`src/rtl/control_pkg.sv`:
```
// Shared types and constants for the interrupt sequencer and its arbiter.
package control_pkg;

  localparam int unsigned ADDR_W = 16;
  localparam int unsigned STEP_W = 3;

  localparam logic [ADDR_W-1:0] NMI_VECTOR_DEF   = 16'hFFFA;
  localparam logic [ADDR_W-1:0] RESET_VECTOR_DEF = 16'hFFFC;
  localparam logic [ADDR_W-1:0] IRQ_VECTOR_DEF   = 16'hFFFE;

  typedef enum logic [1:0] {
    SRC_RESET,
    SRC_NMI,
    SRC_IRQ,
    SRC_BRK
  } int_src_t;

  typedef enum logic [2:0] {
    ST_IDLE,
    ST_T0_FORCE,
    ST_T1_DUMMY,
    ST_T2_PCH,
    ST_T3_PCL,
    ST_T4_P,
    ST_T5_VLO,
    ST_T6_VHI
  } int_state_t;

  // Step number T0..T6 for an active state; idle reads as 0.
  function automatic logic [STEP_W-1:0] state_step(input int_state_t s);
    if (s == ST_IDLE) return '0;
    return STEP_W'(s) - STEP_W'(1);
  endfunction

endpackage

```
`src/rtl/interrupt_arbiter.sv`:
```
// Fixed-priority pick among pending interrupt sources at an instruction boundary.
module interrupt_arbiter
  import control_pkg::*;
(
  input  logic     reset_req_i,
  input  logic     nmi_i,
  input  logic     irq_i,
  input  logic     brk_i,
  output int_src_t src_c_o,
  output logic     valid_c_o
);

  // Priority: reset > NMI > IRQ > BRK.
  always_comb begin
    src_c_o   = SRC_RESET;
    valid_c_o = 1'b1;
    if (reset_req_i) begin
      src_c_o = SRC_RESET;
    end else if (nmi_i) begin
      src_c_o = SRC_NMI;
    end else if (irq_i) begin
      src_c_o = SRC_IRQ;
    end else if (brk_i) begin
      src_c_o = SRC_BRK;
    end else begin
      valid_c_o = 1'b0;
    end
  end

endmodule

```
`src/rtl/interrupt_sequencer.sv`:
```
// 6502-style 7-cycle interrupt micro-sequencer: arbitration, stack pushes,
// vector fetch, NMI hijack of IRQ/BRK, and pending-flop acknowledges.
module interrupt_sequencer
  import control_pkg::*;
#(
  parameter logic [ADDR_W-1:0] NMI_VECTOR   = NMI_VECTOR_DEF,
  parameter logic [ADDR_W-1:0] RESET_VECTOR = RESET_VECTOR_DEF,
  parameter logic [ADDR_W-1:0] IRQ_VECTOR   = IRQ_VECTOR_DEF
) (
  input  logic              clk,
  input  logic              rst,
  input  logic              ready,
  input  logic              instr_boundary,
  input  logic              reset_req,
  input  logic              nmi_generated,
  input  logic              irq_generated,
  input  logic              brk_decoded,
  output logic              seq_active,
  output logic [STEP_W-1:0] seq_step,
  output logic [ADDR_W-1:0] vector_addr,
  output logic              stack_write_en,
  output logic              pushed_b_flag,
  output logic              inhibit_pc_inc,
  output logic              set_i_flag,
  output logic              irq_ack,
  output logic              nmi_ack
);

  int_state_t        state_q, state_d;
  int_src_t          src_q, src_d;
  logic [ADDR_W-1:0] vec_q, vec_d;
  logic              b_q, b_d;
  logic              hijack_q, hijack_d;
  logic              active_q, active_d;
  logic [STEP_W-1:0] step_q, step_d;
  logic              swe_q, swe_d;
  logic              inh_q, inh_d;

  int_src_t          arb_src;
  logic              arb_valid;
  logic              hijackable;

  interrupt_arbiter u_arb (
    .reset_req_i (reset_req),
    .nmi_i       (nmi_generated),
    .irq_i       (irq_generated),
    .brk_i       (brk_decoded),
    .src_c_o     (arb_src),
    .valid_c_o   (arb_valid)
  );

  assign hijackable = (src_q == SRC_IRQ) || (src_q == SRC_BRK);

  // Next-state, latched source/vector, and same-cycle pulse generation.
  always_comb begin
    state_d    = state_q;
    src_d      = src_q;
    vec_d      = vec_q;
    b_d        = b_q;
    hijack_d   = hijack_q;
    irq_ack    = 1'b0;
    nmi_ack    = 1'b0;
    set_i_flag = 1'b0;

    if (ready) begin
      case (state_q)
        ST_IDLE: begin
          if (instr_boundary && arb_valid) begin
            state_d  = ST_T0_FORCE;
            src_d    = arb_src;
            b_d      = (arb_src == SRC_BRK);
            hijack_d = 1'b0;
            irq_ack  = (arb_src == SRC_IRQ);
            nmi_ack  = (arb_src == SRC_NMI);
          end
        end
        ST_T0_FORCE: state_d = ST_T1_DUMMY;
        ST_T1_DUMMY, ST_T2_PCH, ST_T3_PCL: begin
          state_d = int_state_t'(3'(state_q) + 3'd1);
          if (nmi_generated && hijackable) hijack_d = 1'b1;
        end
        ST_T4_P: begin
          state_d = ST_T5_VLO;
          // A pending NMI steals the vector of an IRQ/BRK in flight.
          if (hijack_q || (nmi_generated && hijackable)) begin
            src_d   = SRC_NMI;
            nmi_ack = 1'b1;
          end
          case (src_d)
            SRC_NMI:   vec_d = NMI_VECTOR;
            SRC_RESET: vec_d = RESET_VECTOR;
            default:   vec_d = IRQ_VECTOR;
          endcase
        end
        ST_T5_VLO: state_d = ST_T6_VHI;
        ST_T6_VHI: begin
          state_d    = ST_IDLE;
          set_i_flag = 1'b1;
          b_d        = 1'b0;
          hijack_d   = 1'b0;
        end
        default: state_d = ST_IDLE;
      endcase
    end

    // An aborted sequence must not clear pending flops or touch P.I.
    if (rst) begin
      irq_ack    = 1'b0;
      nmi_ack    = 1'b0;
      set_i_flag = 1'b0;
    end

    active_d = (state_d != ST_IDLE);
    step_d   = state_step(state_d);
    swe_d    = (state_d inside {ST_T2_PCH, ST_T3_PCL, ST_T4_P}) && (src_d != SRC_RESET);
    inh_d    = (state_d inside {ST_T0_FORCE, ST_T1_DUMMY}) && (src_d != SRC_BRK);
  end

  // State and registered-output flops with synchronous reset.
  always_ff @(posedge clk) begin
    if (rst) begin
      state_q  <= ST_IDLE;
      src_q    <= SRC_RESET;
      vec_q    <= RESET_VECTOR;
      b_q      <= 1'b0;
      hijack_q <= 1'b0;
      active_q <= 1'b0;
      step_q   <= '0;
      swe_q    <= 1'b0;
      inh_q    <= 1'b0;
    end else begin
      state_q  <= state_d;
      src_q    <= src_d;
      vec_q    <= vec_d;
      b_q      <= b_d;
      hijack_q <= hijack_d;
      active_q <= active_d;
      step_q   <= step_d;
      swe_q    <= swe_d;
      inh_q    <= inh_d;
    end
  end

  assign seq_active     = active_q;
  assign seq_step       = step_q;
  assign vector_addr    = vec_q;
  assign stack_write_en = swe_q;
  assign pushed_b_flag  = b_q;
  assign inhibit_pc_inc = inh_q;

endmodule

```
`config.mk`:
```
export PLATFORM = sky130hd
export DESIGN_NAME = interrupt_sequencer
export DESIGN_NICKNAME = d
export VERILOG_FILES = /design/src/rtl/control_pkg.sv /design/src/rtl/interrupt_arbiter.sv /design/src/rtl/interrupt_sequencer.sv
export SDC_FILE = /design/constraint.sdc
export NUM_CORES = 1
export LEC_CHECK = 0
export CORE_MARGIN = 4
export CORE_UTILIZATION = 45
export DETAILED_ROUTE_END_ITERATION = 10
export PLACE_DENSITY = 0.78
export REMOVE_ABC_BUFFERS = 1
export SLEW_MARGIN = 20
export SYNTH_ARGS = -nofsm -noshare
export SYNTH_HDL_FRONTEND = slang
export SYNTH_SLANG_ARGS = --single-unit
```
`constraint.sdc`:
```
create_clock -name clk -period 2.3 [get_ports clk]
set_input_delay 0.575 -clock clk [delete_from_list [all_inputs] [get_ports clk]]
set_output_delay 0.575 -clock clk [all_outputs]
set_load 0.01 [all_outputs]
```
==> run_results.csv, run 1 <==
group,metric,value,unit
placement,dpl_worst_slack,-341,ps
detailed_routing,average_via_count_per_standard_cell,5.24,
timing,finClkSkew,3.15,ps
power,clock_power_share,22.0,%
min_path,hold_path.startpoint,"vector_addr[2]$_SDFFE_PP1P_",
critical_path,crit_path_start,"nmi_generated",
floorplanning,initial_core_util,48.0,%
power,power.share.switching,31.7,%
critical_path,r2r_cells,9,
min_path,hold_depth,2,
timing,slew_violations,0,
floorplanning,io_pins,34,
cells_and_area,finalNonFillerCells,188,
power,power.share.combinational,36.1,%
detailed_routing,routedWlPerCell,13.3,um
clocking,cts-buffers-inserted,3,
power,vdd.ir_drop.worst,0.528,mV
grt,gr-usage-met1,19.6,%
clocking,cts_sinks,15,
clocking,cts_tree,"done",
floorplanning,num_rows,17,
critical_path,critical_path.reg2reg.endpoint,"seq_step[2]$_SDFF_PP0_",
logic_synthesis,synthCells,124,
logic_synthesis,synth_area,0.00107,sq mm
placement,post-place-cells,184,
cells_and_area,areaGrowthSynthToFinish,31.1,%
critical_path,endpoint_kind_of_the_worst_setup_timing_path,"flip-flop",
timing,report.final.hold_viol_count,0,
grt,grt_antenna_before_repair,0,
min_path,hold_end,"vector_addr[2]$_SDFFE_PP1P_",
logic_synthesis,yosysTopAreaCellShare,28.0,%
floorplanning,dieWidth,56.8,um
critical_path,path_max_fanout,6,
cells_and_area,utilization,62.9,%
grt,globalRouteTotalUtil,16.1,%
grt,first_global_vias,967,
run,drv.max_cap_violation_count,0,
floorplanning,fp.dieH,56.8,um
floorplanning,floorplan.die_area,0.00322,sq mm
cells_and_area,antennaDiodeCount,0,
placement,place.gp.congestion,0.868,
timing,period_needed,2220,ps
critical_path,setup.reg_to_reg.worst_slack,180,ps
clocking,clk_pin_slew,90,ps
clocking,clockBufferDepth,2,
min_path,hold_path_class,"reg2reg",
logic_synthesis,synth.distinct_cells,37,
critical_path,timing.critical_path.from_type,"input pin",
timing,maxClockFrequency,450,MHz
timing,setup_viol,0,
logic_synthesis,post-synth-top-area-cell,"sky130_fd_sc_hd__dfxtp_1",
grt,grtUsageMet3,4.83,%
critical_path,cp.required,2520,ps
critical_path,timing_worst_setup_path_type,"in2reg",
cells_and_area,fin_nets,179,
grt,grt-ovfl-total,0,
placement,port-buffer-count,19,
clocking,cts_max_level,1,
timing,setup-tns-final,0,ps
detailed_routing,drc,0,
grt,largest_net_degree_at_the_start_of_global_routing,14,
timing,timing.slew.headroom,67.5,%
cells_and_area,drive_gt1_share,25.6,%
timing,post-route-worst-setup-slack,76.1,ps
detailed_routing,drt_wl_total,2.50,mm
clocking,cts_post_setup_buffers_inserted,0,
grt,grt_util_met2,29.0,%
logic_synthesis,synth.avg_cell_area,8.64,sq um
power,power.leakage,0.633,nW
detailed_routing,num_vias,985,
logic_synthesis,synth_sequential_area_ratio,28.0,%
power,power_report.internal_total,0.464,mW
detailed_routing,first_pass_iters,4,
clocking,clock_insertion_delay_worst_skew,280,ps
clocking,clock_tree.root_cell,"sky130_fd_sc_hd__clkbuf_4",
power,power.density_cell_area,484,mW/mm^2
clocking,postCtsHoldBufs,0,
timing,tightestPinTransition,476,ps
power,total_power,0.679,mW
logic_synthesis,synth_seq_cells,15,
critical_path,worst_endpoint_data_arrival_time,2440,ps
placement,dp.final_hpwl,1.97,mm
grt,globalRoute.busiestLayer,"met2",
cells_and_area,fillCellCount,204,
floorplanning,placeableCoreArea,0.00223,sq mm
power,netSwitchingPower,0.215,mW
timing,final_min_period_over_clock_period,96.7,%
logic_synthesis,post_synth_main_area_contributors,"sky130_fd_sc_hd__dfxtp_1, sky130_fd_sc_hd__ha_1, sky130_fd_sc_hd__buf_4",
grt,grt_pass1_wl,4.28,mm
detailed_routing,drt_iter0_markers,23,
outcome,run_status,"finished, final reports clean",
logic_synthesis,synth.yosys.warnings,0,
detailed_routing,antenna_violating_nets_post_route,0,
critical_path,startpoint_of_the_worst_slack_reg_to_reg_timing_path,"state_q[0]$_SDFF_PP0_",
power,share_seq_of_total_power,41.9,%
[layer usage]
layer | vias up | wire length [um]
met1 | 466 | 1030
met4 | 0 | 15
met5 | - | 0
met3 | 3 | 199
li1 | 476 | -
met2 | 40 | 1250
[worst max path at each step]
stage                                endpoint  slack (ps)  cells past startpoint
detailed placement     seq_step[2]$_SDFF_PP0_        -340                      7
finish                 seq_step[2]$_SDFF_PP0_          80                      8
floorplan           stack_write_en$_SDFF_PP0_         280                      9
global placement                      irq_ack        -310                      6
CTS                                   nmi_ack           4                      5
global route           seq_step[2]$_SDFF_PP0_          -1                      8
[worst max-delay path, stage by stage]
cell	delay, ps
sky130_fd_sc_hd__clkdlybuf4s50_1	420
sky130_fd_sc_hd__buf_4	170
sky130_fd_sc_hd__o41ai_4	410
sky130_fd_sc_hd__a21boi_2	120
sky130_fd_sc_hd__o32ai_4	140
sky130_fd_sc_hd__ha_2	230
sky130_fd_sc_hd__ha_1	230
sky130_fd_sc_hd__nor3_2	140
[layout make-up]
type                    count  area, sq um  area share, %
clock buffers               4         26.3           1.87
inverters                   8         30.0           2.14
multi-input cells          96          696           49.6
flip-flops and latches     15          300           21.4
well taps                  28         35.0           2.50
repair buffers             37          317           22.5
[power by group through the flow]
| stage | Sequential [mW] | Combinational, mW | Clock, mW |
|---|---|---|---|
| CTS | 0.285 | 0.229 | 0.155 |
| global placement | 0.291 | 0.220 | 0 |
| global route | 0.287 | 0.270 | 0.168 |
| floorplan | 0.300 | 0.109 | 0 |
| finish | 0.285 | 0.245 | 0.149 |
| detailed placement | 0.291 | 0.226 | 0 |
[cells in the mapped netlist]
library cell                number
sky130_fd_sc_hd__nand4_1         1
sky130_fd_sc_hd__buf_4          15
sky130_fd_sc_hd__buf_6           2
sky130_fd_sc_hd__a21o_1          1
sky130_fd_sc_hd__o211ai_1        2
sky130_fd_sc_hd__o32ai_2         1
sky130_fd_sc_hd__nor4_1          1
sky130_fd_sc_hd__nor2b_1         2
sky130_fd_sc_hd__nand3_1         1
sky130_fd_sc_hd__nand4b_1        2
sky130_fd_sc_hd__conb_1          2
sky130_fd_sc_hd__nand2_1         6
sky130_fd_sc_hd__a211oi_4        1
sky130_fd_sc_hd__and4b_2         1
sky130_fd_sc_hd__a21oi_1         7
sky130_fd_sc_hd__dfxtp_1        15
sky130_fd_sc_hd__inv_1           7
sky130_fd_sc_hd__o21bai_1        2
sky130_fd_sc_hd__a21boi_0        1
sky130_fd_sc_hd__nand3b_1        2
sky130_fd_sc_hd__a221oi_2        1
sky130_fd_sc_hd__or3b_4          1
sky130_fd_sc_hd__o41ai_2         1
sky130_fd_sc_hd__a2111oi_0       1
sky130_fd_sc_hd__mux2i_1         4
sky130_fd_sc_hd__nand2_2         1
sky130_fd_sc_hd__nor3_1          5
sky130_fd_sc_hd__o22ai_1         2
sky130_fd_sc_hd__inv_2           1
sky130_fd_sc_hd__a31o_2          1
sky130_fd_sc_hd__and3_2          1
sky130_fd_sc_hd__nor3_2          1
sky130_fd_sc_hd__ha_1           10
sky130_fd_sc_hd__o21a_1          1
sky130_fd_sc_hd__and2_1          2
sky130_fd_sc_hd__o21ai_0         6
sky130_fd_sc_hd__nor2_1         13
[kinds of logic after synthesis]
| family | synth area share [%] |
|---|---|
| simple gates | 20.3 |
| compound gates | 20.1 |
| buf+inv | 15.4 |
| flops | 28.0 |
| fa+ha+maj | 11.7 |
| mux | 3.74 |
| other cells | 0.701 |
[stage by stage]
step | instance area (sq um) | hold slack [ps]
finish | 1400 | 482
global route | 1400 | 505
CTS | 1360 | 482
detailed placement | 1340 | 463
global placement | 1340 | 453
floorplan | 981 | 482
[registers in the layout (all words and copies together), names as in the netlist]
name            cells
hijack_q            1
pushed_b_flag       1
vector_addr         2
stack_write_en      1
src_q               2
seq_step            3
inhibit_pc_inc      1
seq_active          1
state_q             3
[cells in the final DEF (no fill, tap or decap), types with 2 or more instances in the layout]
cell                               n
sky130_fd_sc_hd__o21bai_1          2
sky130_fd_sc_hd__inv_1             7
sky130_fd_sc_hd__ha_1              8
sky130_fd_sc_hd__buf_2             2
sky130_fd_sc_hd__conb_1           14
sky130_fd_sc_hd__nor3_1            4
sky130_fd_sc_hd__and2_1            2
sky130_fd_sc_hd__buf_4            18
sky130_fd_sc_hd__nor2_1           12
sky130_fd_sc_hd__nand4b_1          2
sky130_fd_sc_hd__nand2_1           6
sky130_fd_sc_hd__nand3b_1          2
sky130_fd_sc_hd__mux2i_1           4
sky130_fd_sc_hd__dfxtp_1          15
sky130_fd_sc_hd__ha_2              2
sky130_fd_sc_hd__a21oi_1           6
sky130_fd_sc_hd__o21ai_0           5
sky130_fd_sc_hd__clkbuf_4          3
sky130_fd_sc_hd__o22ai_1           2
sky130_fd_sc_hd__clkdlybuf4s50_1  15
sky130_fd_sc_hd__o211ai_1          2
sky130_fd_sc_hd__nor3_2            2
[what timing repair did]
action	CTS	global route
gates resized for setup	9	12
gates cloned	0	0
pin swaps	0	6
setup endpoints to repair	6	7
Power figures use the tool's default switching activity.
==> inputs of run 2 (changes only) <==
--- a/config.mk
+++ b/config.mk
@@ -5,10 +5,11 @@
 export SDC_FILE = /design/constraint.sdc
 export NUM_CORES = 1
 export LEC_CHECK = 0
-export CORE_MARGIN = 4
-export CORE_UTILIZATION = 45
+export CELL_PAD_IN_SITES_DETAIL_PLACEMENT = 0
+export CELL_PAD_IN_SITES_GLOBAL_PLACEMENT = 1
+export CORE_UTILIZATION = 33
 export DETAILED_ROUTE_END_ITERATION = 10
-export PLACE_DENSITY = 0.78
+export PLACE_DENSITY_LB_ADDON = 0.1
 export REMOVE_ABC_BUFFERS = 1
 export SLEW_MARGIN = 20
 export SYNTH_ARGS = -nofsm -noshare
==> constraint.sdc (replaced) <==
create_clock -name clk -period 2.5 [get_ports clk]
set_input_delay 0.625 -clock clk [delete_from_list [all_inputs] [get_ports clk]]
set_output_delay 0.625 -clock clk [all_outputs]
set_load 0.01 [all_outputs]
==> run_results.csv, run 2 (same netlist as run 1, synthesis figures left out) <==
group,metric,value,unit
cells_and_area,drive_gt1_share,22.4,%
critical_path,crit_chain,"clkdlybuf4s50_1 > nor2_1 > nand2_1 > nor3_1 > dlygate4sd2_1",
floorplanning,fp.dieH,59.0,um
critical_path,worst_path_max_delay_cell,"sky130_fd_sc_hd__clkdlybuf4s50_1",
detailed_routing,drc,0,
detailed_routing,antenna_violating_nets_post_route,0,
power,vdd.ir_drop.worst,0.356,mV
run,drv.max_cap_violation_count,0,
power,total_power,0.618,mW
critical_path,cp.required,1880,ps
critical_path,r2r_cells,9,
timing,setup-tns-final,0,ps
critical_path,setup.reg_to_reg.worst_slack,270,ps
timing,setup_viol,0,
cells_and_area,areaGrowthSynthToFinish,32.6,%
clocking,cts-buffers-inserted,3,
detailed_routing,average_via_count_per_standard_cell,4.60,
critical_path,critical_path.max_stage_delay,510,ps
critical_path,timing_worst_setup_path_type,"in2out",
cells_and_area,utilization,46.1,%
clocking,clk_pin_slew,90,ps
detailed_routing,drt_iter0_markers,12,
grt,first_global_vias,899,
clocking,clock_insertion_delay_worst_skew,280,ps
critical_path,timing.critical_path.from_type,"input pin",
placement,place.gp.congestion,0.777,
detailed_routing,drt_wl_total,2.27,mm
outcome,run_status,"finished, final reports clean",
clocking,clockBufferDepth,2,
cells_and_area,fin_nets,180,
cells_and_area,fin_area,0.00142,sq mm
detailed_routing,num_vias,942,
detailed_routing,routedWlPerCell,11.1,um
cells_and_area,mostFrequentLayoutCell,"sky130_fd_sc_hd__buf_4",
clocking,clock_tree.root_cell,"sky130_fd_sc_hd__clkbuf_4",
clocking,cts_post_setup_buffers_inserted,0,
timing,final_min_period_over_clock_period,97.2,%
clocking,cts_sinks,15,
min_path,hold_path_class,"reg2reg",
critical_path,endpoint_kind_of_the_worst_setup_timing_path,"output pin",
grt,grt_antenna_before_repair,0,
grt,grt_pass1_wl,3.97,mm
grt,grt-ovfl-total,0,
floorplanning,io_pins,34,
grt,globalRouteTotalUtil,15.3,%
timing,report.final.hold_viol_count,0,
floorplanning,num_rows,20,
floorplanning,floorplan.die_area,0.00348,sq mm
power,power.leakage,0.637,nW
timing,finClkSkew,4.34,ps
clocking,cts_max_level,1,
timing,period_needed,2430,ps
timing,rsz_0062_raised_after_global_routing,"no",
floorplanning,placeableCoreArea,0.00308,sq mm
clocking,cts_tree,"done",
detailed_routing,first_pass_iters,4,
placement,dp.final_hpwl,1.86,mm
timing,maxClockFrequency,412,MHz
timing,slew_violations,0,
min_path,hold_depth,2,
critical_path,worst_endpoint_data_arrival_time,1800,ps
floorplanning,initial_core_util,34.8,%
cells_and_area,most-common-layout-cells,"sky130_fd_sc_hd__buf_4, sky130_fd_sc_hd__clkdlybuf4s50_1, sky130_fd_sc_hd__conb_1, sky130_fd_sc_hd__dfxtp_1, sky130_fd_sc_hd__nor2_1",
critical_path,path_max_fanout,4,
grt,largest_net_degree_at_the_start_of_global_routing,14,
floorplanning,dieWidth,59.0,um
placement,port-buffer-count,19,
cells_and_area,fillCellCount,323,
power,power.density_cell_area,435,mW/mm^2
placement,detailed_place.area,0.00137,sq mm
cells_and_area,antennaDiodeCount,0,
[run 2: cell types whose count changed in the layout (fill, tap and decap cells not counted), moves of 2 or more]
cell	before	now
sky130_fd_sc_hd__ha_1	8	10
sky130_fd_sc_hd__ha_2	2	0
sky130_fd_sc_hd__dlygate4sd2_1	1	4
sky130_fd_sc_hd__buf_2	2	0
[run 2: final cells by class]
| type | instances | area, sq um | area share (%) |
|---|---|---|---|
| Inverter | 8 | 30.0 | 2.11 |
| Timing Repair Buffer | 38 | 328 | 23.1 |
| Tap cell | 44 | 55.1 | 3.88 |
| Multi-Input combinational cell | 96 | 679 | 47.8 |
| Clock buffer | 4 | 26.3 | 1.85 |
| Sequential cell | 15 | 302 | 21.2 |
[run 2: power by group]
group / internal (mW) / switching (mW)
registers: 0.256 / 0.00849
logic: 0.108 / 0.108
clock network: 0.0620 / 0.0750
total: 0.427 / 0.191
[run 2: critical path: cells and delay by family]
family / cells / cell delay, ps
buf+inv: 2 / 800
simple gates: 3 / 380
[run 2: path summary, 6_finish.rpt]
kind,start,end
worst max register to register,state_q[0]$_SDFF_PP0_,seq_step[2]$_SDFF_PP0_
worst min register to register,pushed_b_flag$_SDFFE_PP0P_,pushed_b_flag$_SDFFE_PP0P_
worst min-delay path,pushed_b_flag$_SDFFE_PP0P_,pushed_b_flag$_SDFFE_PP0P_
worst max-delay path,reset_req,irq_ack
[run 2: stage by stage]
step / hold slack, ps / worst slack, ps / instances
6_report: 464 / 70.2 / 205
5_1_grt: 487 / 13.1 / 205
4_1_cts: 469 / 72.9 / 205
3_5_place_dp: 453 / -276 / 201
3_3_place_gp: 450 / -263 / 201
2_1_floorplan: 482 / 481 / 119
[run 2: what timing repair did]
item                                    in CTS  in global routing
gates resized for setup                      5                  4
hold buffers                                 0                  0
endpoints found under the setup margin       3                  6
[run 2: layer usage]
metal / share of wire (%) / wire (um) / vias to the layer above / track usage (%)
met4: 1.2 / 27 / 0 / 6.46
li1: - / - / 478 / -
met2: 50 / 1140 / 29 / 25.8
met1: 44 / 1000 / 431 / 18.1
met5: 0 / 0 / - / 0
met3: 4.4 / 100 / 4 / 4.37
